File: src/rtl/shifter_pkg.sv
// Shared definitions for the shifter family: shift-mode codes and the
// control-state encoding of the sequential right shifter.
package shifter_pkg;

  // Shift-mode codes; 2'b11 is not listed and behaves as logical.
  localparam logic [1:0] MODE_LSR = 2'b00;
  localparam logic [1:0] MODE_ASR = 2'b01;
  localparam logic [1:0] MODE_ROR = 2'b10;

  // Control states of the sequential shifter.
  typedef enum logic [1:0] {
    ST_IDLE  = 2'd0,
    ST_SHIFT = 2'd1,
    ST_DONE  = 2'd2
  } state_t;

endpackage

File: src/rtl/shift_right_step.sv
// Combinational single-position right step. The vacated MSB is filled
// according to mode: zero (logical), old MSB (arithmetic) or old LSB (rotate).
module shift_right_step
  import shifter_pkg::*;
#(
  parameter int WIDTH = 8
) (
  input  logic [WIDTH-1:0] operand,
  input  logic [1:0]       mode,
  output logic [WIDTH-1:0] result
);

  logic fill;

  // Select the bit that enters at the MSB, then shift everything down by one.
  always_comb begin
    // NOTE: every always_comb output gets a default first so no path leaves it unassigned (no latch).
    fill = 1'b0;
    case (mode)
      MODE_ASR: fill = operand[WIDTH-1];
      MODE_ROR: fill = operand[0];
      default:  fill = 1'b0;
    endcase
    result = {fill, operand[WIDTH-1:1]};
  end

endmodule

File: src/rtl/seq_right_shifter_8bit.sv
// Multi-cycle right shifter: one bit position per clock. Captures operand,
// distance and mode on an accepted start, steps until the count expires,
// then raises a one-cycle done with the result held on data_out.
module seq_right_shifter_8bit
  import shifter_pkg::*;
#(
  parameter int WIDTH = 8,
  parameter int SHW   = 3
) (
  input  logic             clk,
  input  logic             rst_n,
  input  logic             start,
  input  logic [WIDTH-1:0] data_in,
  input  logic [SHW-1:0]   amount,
  input  logic [1:0]       mode,
  output logic             busy,
  output logic             done,
  output logic [WIDTH-1:0] data_out
);

  state_t           state_q;
  state_t           state_d;
  logic [WIDTH-1:0] sh_reg;
  logic [SHW-1:0]   cnt;
  logic [1:0]       mode_r;
  logic [WIDTH-1:0] stepped;
  logic             last_step;

  assign last_step = (cnt == SHW'(1));

  shift_right_step #(
    .WIDTH (WIDTH)
  ) u_step (
    .operand (sh_reg),
    .mode    (mode_r),
    .result  (stepped)
  );

  // Next-state logic: IDLE -> SHIFT/DONE on start, SHIFT -> DONE on last step, DONE -> IDLE.
  always_comb begin
    state_d = state_q;
    case (state_q)
      ST_IDLE: begin
        if (start) begin
          state_d = (amount == '0) ? ST_DONE : ST_SHIFT;
        end
      end
      ST_SHIFT: begin
        if (last_step) begin
          state_d = ST_DONE;
        end
      end
      ST_DONE:  state_d = ST_IDLE;
      default:  state_d = ST_IDLE;
    endcase
  end

  // State register with busy/done registered from the next state, so neither has an input-to-output path.
  always_ff @(posedge clk or negedge rst_n) begin
    if (!rst_n) begin
      state_q <= ST_IDLE;
      busy    <= 1'b0;
      done    <= 1'b0;
    end else begin
      // NOTE: sequential state uses non-blocking assignments so every flop samples pre-edge values.
      state_q <= state_d;
      busy    <= (state_d != ST_IDLE);
      done    <= (state_d == ST_DONE);
    end
  end

  // Datapath: capture on accepted start, step and count down in SHIFT, load the result on completion.
  always_ff @(posedge clk or negedge rst_n) begin
    if (!rst_n) begin
      sh_reg   <= '0;
      cnt      <= '0;
      mode_r   <= MODE_LSR;
      data_out <= '0;
    end else begin
      case (state_q)
        ST_IDLE: begin
          if (start) begin
            sh_reg <= data_in;
            cnt    <= amount;
            mode_r <= mode;
            if (amount == '0) begin
              data_out <= data_in;
            end
          end
        end
        ST_SHIFT: begin
          sh_reg <= stepped;
          cnt    <= cnt - SHW'(1);
          if (last_step) begin
            data_out <= stepped;
          end
        end
        default: ;
      endcase
    end
  end

endmodule

File: config.mk
export PLATFORM = sky130hd
export DESIGN_NAME = seq_right_shifter_8bit
export DESIGN_NICKNAME = d
export VERILOG_FILES = /design/src/rtl/shifter_pkg.sv /design/src/rtl/shift_right_step.sv /design/src/rtl/seq_right_shifter_8bit.sv
export SDC_FILE = /design/constraint.sdc
export NUM_CORES = 1
export LEC_CHECK = 0
export ABC_AREA = 0
export BUFFER_PORTS_ARGS = -buffer_cell sky130_fd_sc_hd__buf_4
export CORE_MARGIN = 10
export CORE_UTILIZATION = 31
export DETAILED_ROUTE_END_ITERATION = 10
export PLACE_DENSITY = 0.56
export SYNTH_ARGS = -nofsm -noshare
export SYNTH_HDL_FRONTEND = slang
export SYNTH_SLANG_ARGS = --single-unit
File: constraint.sdc
create_clock -name clk -period 2.5 [get_ports clk]
set_clock_uncertainty 0.2 [all_clocks]
set_input_delay 0.125 -clock clk [delete_from_list [all_inputs] [get_ports clk]]
set_output_delay 0.125 -clock clk [all_outputs]
set_load 0.02 [all_outputs]
After elaboration in Yosys (flattened, before gate mapping)
Index checks and enable logic that the tools add are counted. W data, S select, Z words.

Register bits after elaboration: 25. Input bits: 16. Word-level logic and storage cells: 36.

$add $sub $neg: 1. Eq/ne operators: 8. Multiplexer cells: 13. Reduce and logical (&&, ||, !) cells: 7.

Operator list (count): $mux W8 (4); $pmux W8 S2 (2); $mux W2 (3); $ne A2 B2 Y1 const B (3); $pmux W3 S2 (1); $eq A2 B1 Y1 const B (2); $eq A2 B2 Y1 const B (2); $pmux W2 S2 (1); $reduce_and A2 Y1 (2); $reduce_and A4 Y1 (1); $reduce_bool A2 Y1 (2); $eq A3 B1 Y1 const B (1); $logic_not A3 Y1 (1); $mux W3 (1); $sub A3 B1 Y3 const B (1); $logic_not A2 Y1 (1); $pmux W1 S2 (1).

Logic depth before layout (Yosys ltp)
Gate-level depths: netlist of run 1.

Word-level depth: 5. Gate-level depth with buffers: 6. Depth with buffers taken out: 5.

Cells and area by module
From an unflattened synthesis of run 1, not the netlist that was laid out.

Cell total of the unflattened synthesis: 113. Area total of the unflattened synthesis: 1277.5 µm².

By module, submodules not included: seq_right_shifter_8bit (times used 1, cells each 99, area each 1173.6 µm², seq. area each 625.6 µm²); shift_right_step (times used 1, cells each 14, area each 103.8 µm², seq. area each 0.0 µm²).

Worst setup path before layout of run 1
No wires, ideal clock.

Kind: reg2reg. From: register state_q[0]. To: register data_out[5]. Library setup time: 0.125 ns. Arrival time: 1.448 ns. Data required time: 2.175 ns. Setup slack: 0.727 ns. Stages on the path, launching flop included: 6. Buffers on the path: 2. Clock period less this slack: 1.773 ns. Cell sequence: dfrtp_1 > or3b_1 > buf_6 > o22ai_4 > buf_12 > mux2_4.

Longest elaborated chain between the ends: 3.

Ends and longest elaborated chain: start, declared (line seq_right_shifter_8bit.sv:21) `state_t state_q;`; start signal, assigned (line seq_right_shifter_8bit.sv:66) `state_q <= state_d;`; $eq A2 B1 Y1 / $logic_not A2 Y1 (equally long branches) (line seq_right_shifter_8bit.sv:80) `case (state_q)`; $ne A2 B2 Y1 (no line) / $reduce_bool A2 Y1 (equally long branches); $reduce_and A4 Y1 (no line); end signal, assigned (line seq_right_shifter_8bit.sv:87) `data_out <= data_in;`; end signal, assigned (line seq_right_shifter_8bit.sv:95) `data_out <= stepped;`; end, declared (line seq_right_shifter_8bit.sv:18) `output logic [WIDTH-1:0] data_out`.

Several ways; a longest one is shown, not always the timed one. A chain may end at the register's enable or synchronous reset.

Worst setup path in the final report of run 1
Ends and elaborated chain as after synthesis.

==> results of run 1 <==
==> timing repair <==
action | CTS | global route
hold endpoints to repair | 38 | 0
hold buffers | 10 | 0
setup buffers | 0 | 0
==> layout make-up <==
| type | instances | area share (%) |
|---|---|---|
| clock inverters | 1 | 0.316 |
| clock buffers | 3 | 2.61 |
| well taps | 48 | 3.80 |
| repair buffers | 36 | 18.7 |
| multi-input cells | 60 | 32.4 |
| inverters | 11 | 2.61 |
| flip-flops and latches | 25 | 39.6 |
==> through the flow <==
| stage | power, mW | area [um^2] | hold slack [ns] |
|---|---|---|---|
| 2_1_floorplan | 1.38 | 1240 | -0.371 |
| 3_3_place_gp | 1.61 | 1440 | -0.153 |
| 3_5_place_dp | 1.62 | 1440 | -0.152 |
| 4_1_cts | 1.88 | 1580 | 0.0287 |
| 5_1_grt | 2.02 | 1580 | 0.0500 |
| 6_report | 1.85 | 1580 | 0.0339 |
==> worst reg2reg max path: stages (launching register included) <==
cell     delay, ns
dfrtp_1       0.49
or3b_1        0.53
o22ai_4       0.43
mux2_4        0.34
==> cells in the final DEF (no fill, tap or decap), drive strengths merged <==
cell type and count:
nor2 1, o221a 1, o22ai 2, and3b 1, nor2b 1, or3 1, nor3b 1, a221oi 1
or3b 2, a22o 2, or2 1, or2b 1, o21bai 1, clkbuf 3, dlygate4sd3 10, mux2i 10
a21oi 4, dfrtp 25, nand3b 1, o21ai 7, nand2b 1, inv 11, ha 4, clkinv 1
nand2 6, buf 26, mux2 10, o31a 1
==> cell families (layout without fill, tap and decap cells) <==
kind of cell / Yosys count / in the layout / share of synthesized area [%]
buf+inv: 17 / 51 / 7.89
simple gates: 17 / 17 / 8.40
compound gates: 19 / 19 / 10.9
fa+ha+maj: 4 / 4 / 4.05
mux: 20 / 20 / 18.1
flops: 25 / 25 / 50.6
==> routing by layer <==
metal  track usage [%]  up-vias  wire length (um)
met5                 0        -                 0
met4              2.31        0                27
met3              3.03        4               147
met2              11.3       19              1170
met1              9.98      395              1230
li1                  -      414                 -
==> path summary, 6_finish.rpt <==
path | endpoint | slack (ns) | cells past startpoint | from
min in group asynchronous | cnt[0]$_DFFE_PN0P_ | 0.09 | 2 | rst_n
min | cnt[0]$_DFFE_PN0P_ | 0.03 | 4 | amount[0]
max reg2reg | data_out[5]$_DFFE_PN0P_ | 0.40 | 3 | state_q[0]$_DFF_PN0_
max | data_out[5]$_DFFE_PN0P_ | 0.40 | 3 | state_q[0]$_DFF_PN0_
min reg2reg | sh_reg[2]$_DFFE_PN0P_ | 0.29 | 2 | sh_reg[2]$_DFFE_PN0P_
max in group asynchronous | sh_reg[0]$_DFFE_PN0P_ | 1.76 | 2 | rst_n
==> where the power goes <==
part / switching (mW) / internal [mW] / total (mW)
logic: 0.434 / 0.443 / 0.877
clock network: 0.129 / 0.111 / 0.240
registers: 0.134 / 0.602 / 0.736
total: 0.696 / 1.16 / 1.85
==> results.py, run 1 <==
metrics = {
    "detailed_routing": {
        "vias": 832,
        "totalWireLength_mm": 2.57,
        "postRouteAntennaNets": 0,
        "dr.pass1.iters": 3,
        "first_iter_violations": 61,
        "drc": 0,
        "post_drt_wl_per_cell_um": 14.0,
        "via_per_inst": 4.52,
    },
    "floorplan": {
        "core_area_mm2": 0.00377,
        "io_pins": 26,
        "die_x_um": 83.2,
        "die_y_um": 83.2,
        "die_area_mm2": 0.00691,
        "fp-row-count": 22,
        "start_util_pct": 32.8,
    },
    "run_status": {
        "status": "finished, final reports clean",
    },
    "flow_run": {
        "cap_violations": 0,
    },
    "synthesis": {
        "synth_top_area_cell": "dfrtp_1",
        "syn_inst": 102,
        "synth_area_leaders": "dfrtp_1, mux2i_1, mux2_2",
        "synthArstFlopShare_pct": 100,
        "avgSynthCellArea_um2": 12.1,
        "yosysSeqAreaShare_pct": 50.6,
        "ys_top_cells_by_count": "dfrtp_1, inv_1, mux2i_1, o21ai_0",
        "synth_top_area_share_pct": 50.6,
        "ys_warn_count": 0,
        "synth_most_common_cell": "dfrtp_1",
        "ys_ff_latch": 25,
        "syn-num-nets": 122,
        "ys_types": 32,
        "yosys_most_used_dff": "dfrtp_1",
        "syn-cell-area_mm2": 0.00124,
        "synth_edf_count": 0,
    },
    "clocking": {
        "cts_resized": 0,
        "cts_sinks": 25,
        "htreeDepth": 1,
        "cts_tree": "yes",
        "cts.clk_slew.worst_paths_ns": 0.09,
        "clkLatencyLatePin_ns": 0.27,
        "clockBufferDepth": 2,
        "numCtsBuffers": 3,
        "clockRootBuffer": "clkbuf_8",
    },
    "placed_design": {
        "gp_congestion": 0.797,
        "pre_cts_slack_ns": 0.406,
        "place_hpwl_mm": 1.90,
        "io_buffers": 25,
        "dp.cells": 170,
    },
    "setup_path": {
        "crit_type": "flip-flop to flip-flop",
        "cpMaxStageDelayCell": "or3b_1",
        "path_max_fanout": 11,
        "crit_family": "simple AND/OR/NAND/NOR gates",
        "worstPathCellList": "or3b_1, o22ai_4, mux2_4",
        "end_kind": "flip-flop",
        "critPathMaxStageDelay_ns": 0.53,
        "cp.required_ns": 2.47,
        "cp.arrival_ns": 2.07,
        "cp.buffers_inverters": 0,
        "startpoint_type": "flip-flop",
    },
    "cells_and_area": {
        "final_cells": 184,
        "regArea_um2": 626,
        "multiInputGateArea_um2": 513,
        "nNetsFinal": 157,
        "final_util_pct": 41.9,
        "area.growth.synth_to_final_pct": 27.9,
        "layout-drive-gt1-share_pct": 33.1,
        "fillers": 353,
        "antennaDiodeCount": 0,
    },
    "timing": {
        "max_freq_mhz": 476,
        "fin_ws_ns": 0.398,
        "period_share_pct": 84.1,
        "tightest_slew_ns": 0.690,
        "timing.setup.tns_ns": 0,
        "setup_violations": 0,
        "hold_viol": 0,
        "finalCriticalPeriod_ns": 2.10,
        "rsz0062_at_grt": "no",
        "slew_headroom_pct": 53.9,
        "drv_slew": 0,
    },
    "global_routing": {
        "grt-ovfl-total": 0,
        "grt_max_degree": 26,
        "grt_pass1_wl_mm": 4.49,
        "grt_pass1_vias": 915,
        "antenna_found_initial": 0,
        "grtUsageTotal_pct": 7.68,
    },
    "power": {
        "ir_worst_vdd_mv": 0.603,
        "leakagePower_nw": 0.747,
        "power_density_mw_per_mm2": 1170,
    },
    "worst_hold_path": {
        "hold_path_class": "primary input to flip-flop",
    },
}
Note: power is estimated with default switching activity, not from simulation.
==> run 2, diff against run 1 <==
PLACE_DENSITY = 0.58   (was 0.56)
clock period = 1.75 ns   (was 2.5 ns; I/O delays follow)
==> run 2 against run 1 <==
Power grew 51%. Design area grew 6.5%. Largest cell class unchanged. Clock-buffer cell count grew 1. First-iteration DRC count shrank 25%. Largest power group unchanged. Cell count grew 4.9%. Flip-flop and latch count is the same. Sequential power grew 40%.
==> results.py, run 2 (synthesis results as in run 1) <==
metrics = {
    "detailed_routing": {
        "postRouteAntennaNets": 0,
        "totalWireLength_mm": 2.59,
        "via_per_inst": 4.44,
        "dr.pass1.iters": 4,
        "post_drt_wl_per_cell_um": 13.4,
        "first_iter_violations": 46,
        "drc": 0,
        "vias": 856,
    },
    "floorplan": {
        "fp-row-count": 22,
        "start_util_pct": 32.8,
        "core_area_mm2": 0.00377,
        "die_x_um": 83.2,
        "die_area_mm2": 0.00691,
        "io_pins": 26,
        "die_y_um": 83.2,
    },
    "setup_path": {
        "endpoint": "data_out[4]$_DFFE_PN0P_",
        "cp.required_ns": 1.73,
        "startpoint_type": "flip-flop",
        "path_max_fanout": 6,
        "reg2reg_to": "data_out[4]$_DFFE_PN0P_",
        "cp.arrival_ns": 1.72,
        "rr_worst_depth": 6,
        "crit_type": "flip-flop to flip-flop",
        "critPathLaunch": "cnt[1]$_DFFE_PN0P_",
        "r2r_start": "cnt[1]$_DFFE_PN0P_",
        "reg2reg_slack_ns": 0.01,
        "end_kind": "flip-flop",
    },
    "flow_run": {
        "cap_violations": 0,
    },
    "cells_and_area": {
        "final_util_pct": 44.7,
        "area.growth.synth_to_final_pct": 36.2,
        "antennaDiodeCount": 0,
        "nNetsFinal": 166,
        "layout-drive-gt1-share_pct": 39.3,
        "final_common_cell": "buf_4",
        "final_cell_mix": "buf_4, dfrtp_1, dlygate4sd3_1",
    },
    "timing": {
        "rsz0062_at_grt": "yes",
        "finalCriticalPeriod_ns": 1.74,
        "period_share_pct": 99.3,
        "setup_violations": 0,
        "tightest_slew_ns": 0.312,
        "slew_headroom_pct": 79.2,
        "fin_ws_ns": 0.0129,
        "drv_slew": 0,
        "max_freq_mhz": 576,
        "hold_viol": 0,
    },
    "placed_design": {
        "gp_congestion": 0.812,
        "place_hpwl_mm": 1.99,
        "pre_cts_slack_ns": -0.0692,
        "io_buffers": 25,
    },
    "clocking": {
        "clockRootBuffer": "clkbuf_8",
        "clkLatencyLatePin_ns": 0.26,
        "cts_sinks": 25,
        "cts_tree": "yes",
        "numCtsBuffers": 3,
        "htreeDepth": 1,
        "cts.clk_slew.worst_paths_ns": 0.08,
        "clockBufferDepth": 2,
    },
    "global_routing": {
        "globalRoute.busiestLayer": "met2",
        "grt_pass1_vias": 957,
        "grt_pass1_wl_mm": 4.36,
        "antenna_found_initial": 0,
        "grtUsageMet3_pct": 3.71,
        "grt_max_degree": 26,
        "grtUsageTotal_pct": 7.35,
        "grt-ovfl-total": 0,
        "grt_use_met2_pct": 12.1,
        "gr-usage-met1_pct": 8.71,
    },
    "worst_hold_path": {
        "holdPathStages": 4,
        "hold_path_class": "primary input to flip-flop",
        "hp-start": "amount[0]",
    },
    "power": {
        "ir_worst_vdd_mv": 0.744,
        "leakagePower_nw": 0.790,
        "power_density_mw_per_mm2": 1660,
    },
    "run_status": {
        "status": "finished, final reports clean",
    },
}
## run 2: critical path, cell delays in order, from the launching register on
cell and delay [ns]:
dfrtp_1 0.39, inv_2 0.08, ha_4 0.12, or2b_4 0.27
o22ai_4 0.20, buf_6 0.18, mux2i_2 0.21
## run 2: how the worst min path moves through the flow
stage	slack (ns)	endpoint
floorplan	-0.41	busy$_DFF_PN0_
global placement	-0.19	cnt[2]$_DFFE_PN0P_
detailed placement	-0.19	cnt[2]$_DFFE_PN0P_
CTS	0.001	cnt[0]$_DFFE_PN0P_
global route	0.03	data_out[7]$_DFFE_PN0P_
finish	0.007	cnt[0]$_DFFE_PN0P_
## run 2: through the flow
step | instances | setup TNS, ns | area (um^2) | hold WS [ns] | power (mW)
2_1_floorplan | 102 | -0.0704 | 1240 | -0.408 | 1.97
3_3_place_gp | 176 | 0 | 1480 | -0.189 | 2.37
3_5_place_dp | 176 | -0.278 | 1480 | -0.186 | 2.40
4_1_cts | 193 | -0.0132 | 1660 | 0.00125 | 2.80
5_1_grt | 193 | -0.172 | 1680 | 0.0283 | 3.04
6_report | 193 | 0 | 1680 | 0.00706 | 2.80
## run 2: area by class of cell
cell class / instances / area (um^2)
clock buffer: 4 / 45.0
inverter: 11 / 41.3
timing repair buffer: 45 / 372
multi-input combinational: 60 / 541
tap: 48 / 60.1
fill: 342 / 2090
sequential: 25 / 626
## run 2: per-layer routing
layer | part of all wire, % | routed length (um)
met4 | 0 | 0
met3 | 8.1 | 210
met5 | 0 | 0
met2 | 46 | 1190
met1 | 46 | 1190
## run 2: timing repair
item / 4_1_cts / 5_1_grt
hold buffers: 12 / 0
setup endpoints to repair: 5 / 9
hold endpoints to repair: 41 / 0
pin swaps: 1 / 2
resized for setup: 3 / 6
buffers inserted: 1 / 0
## run 2: power breakdown
group | total [mW] | switching (mW) | internal, mW
Combinational | 1.44 | 0.694 | 0.743
Sequential | 1.03 | 0.172 | 0.861
Clock | 0.333 | 0.171 | 0.162
Total | 2.80 | 1.04 | 1.77
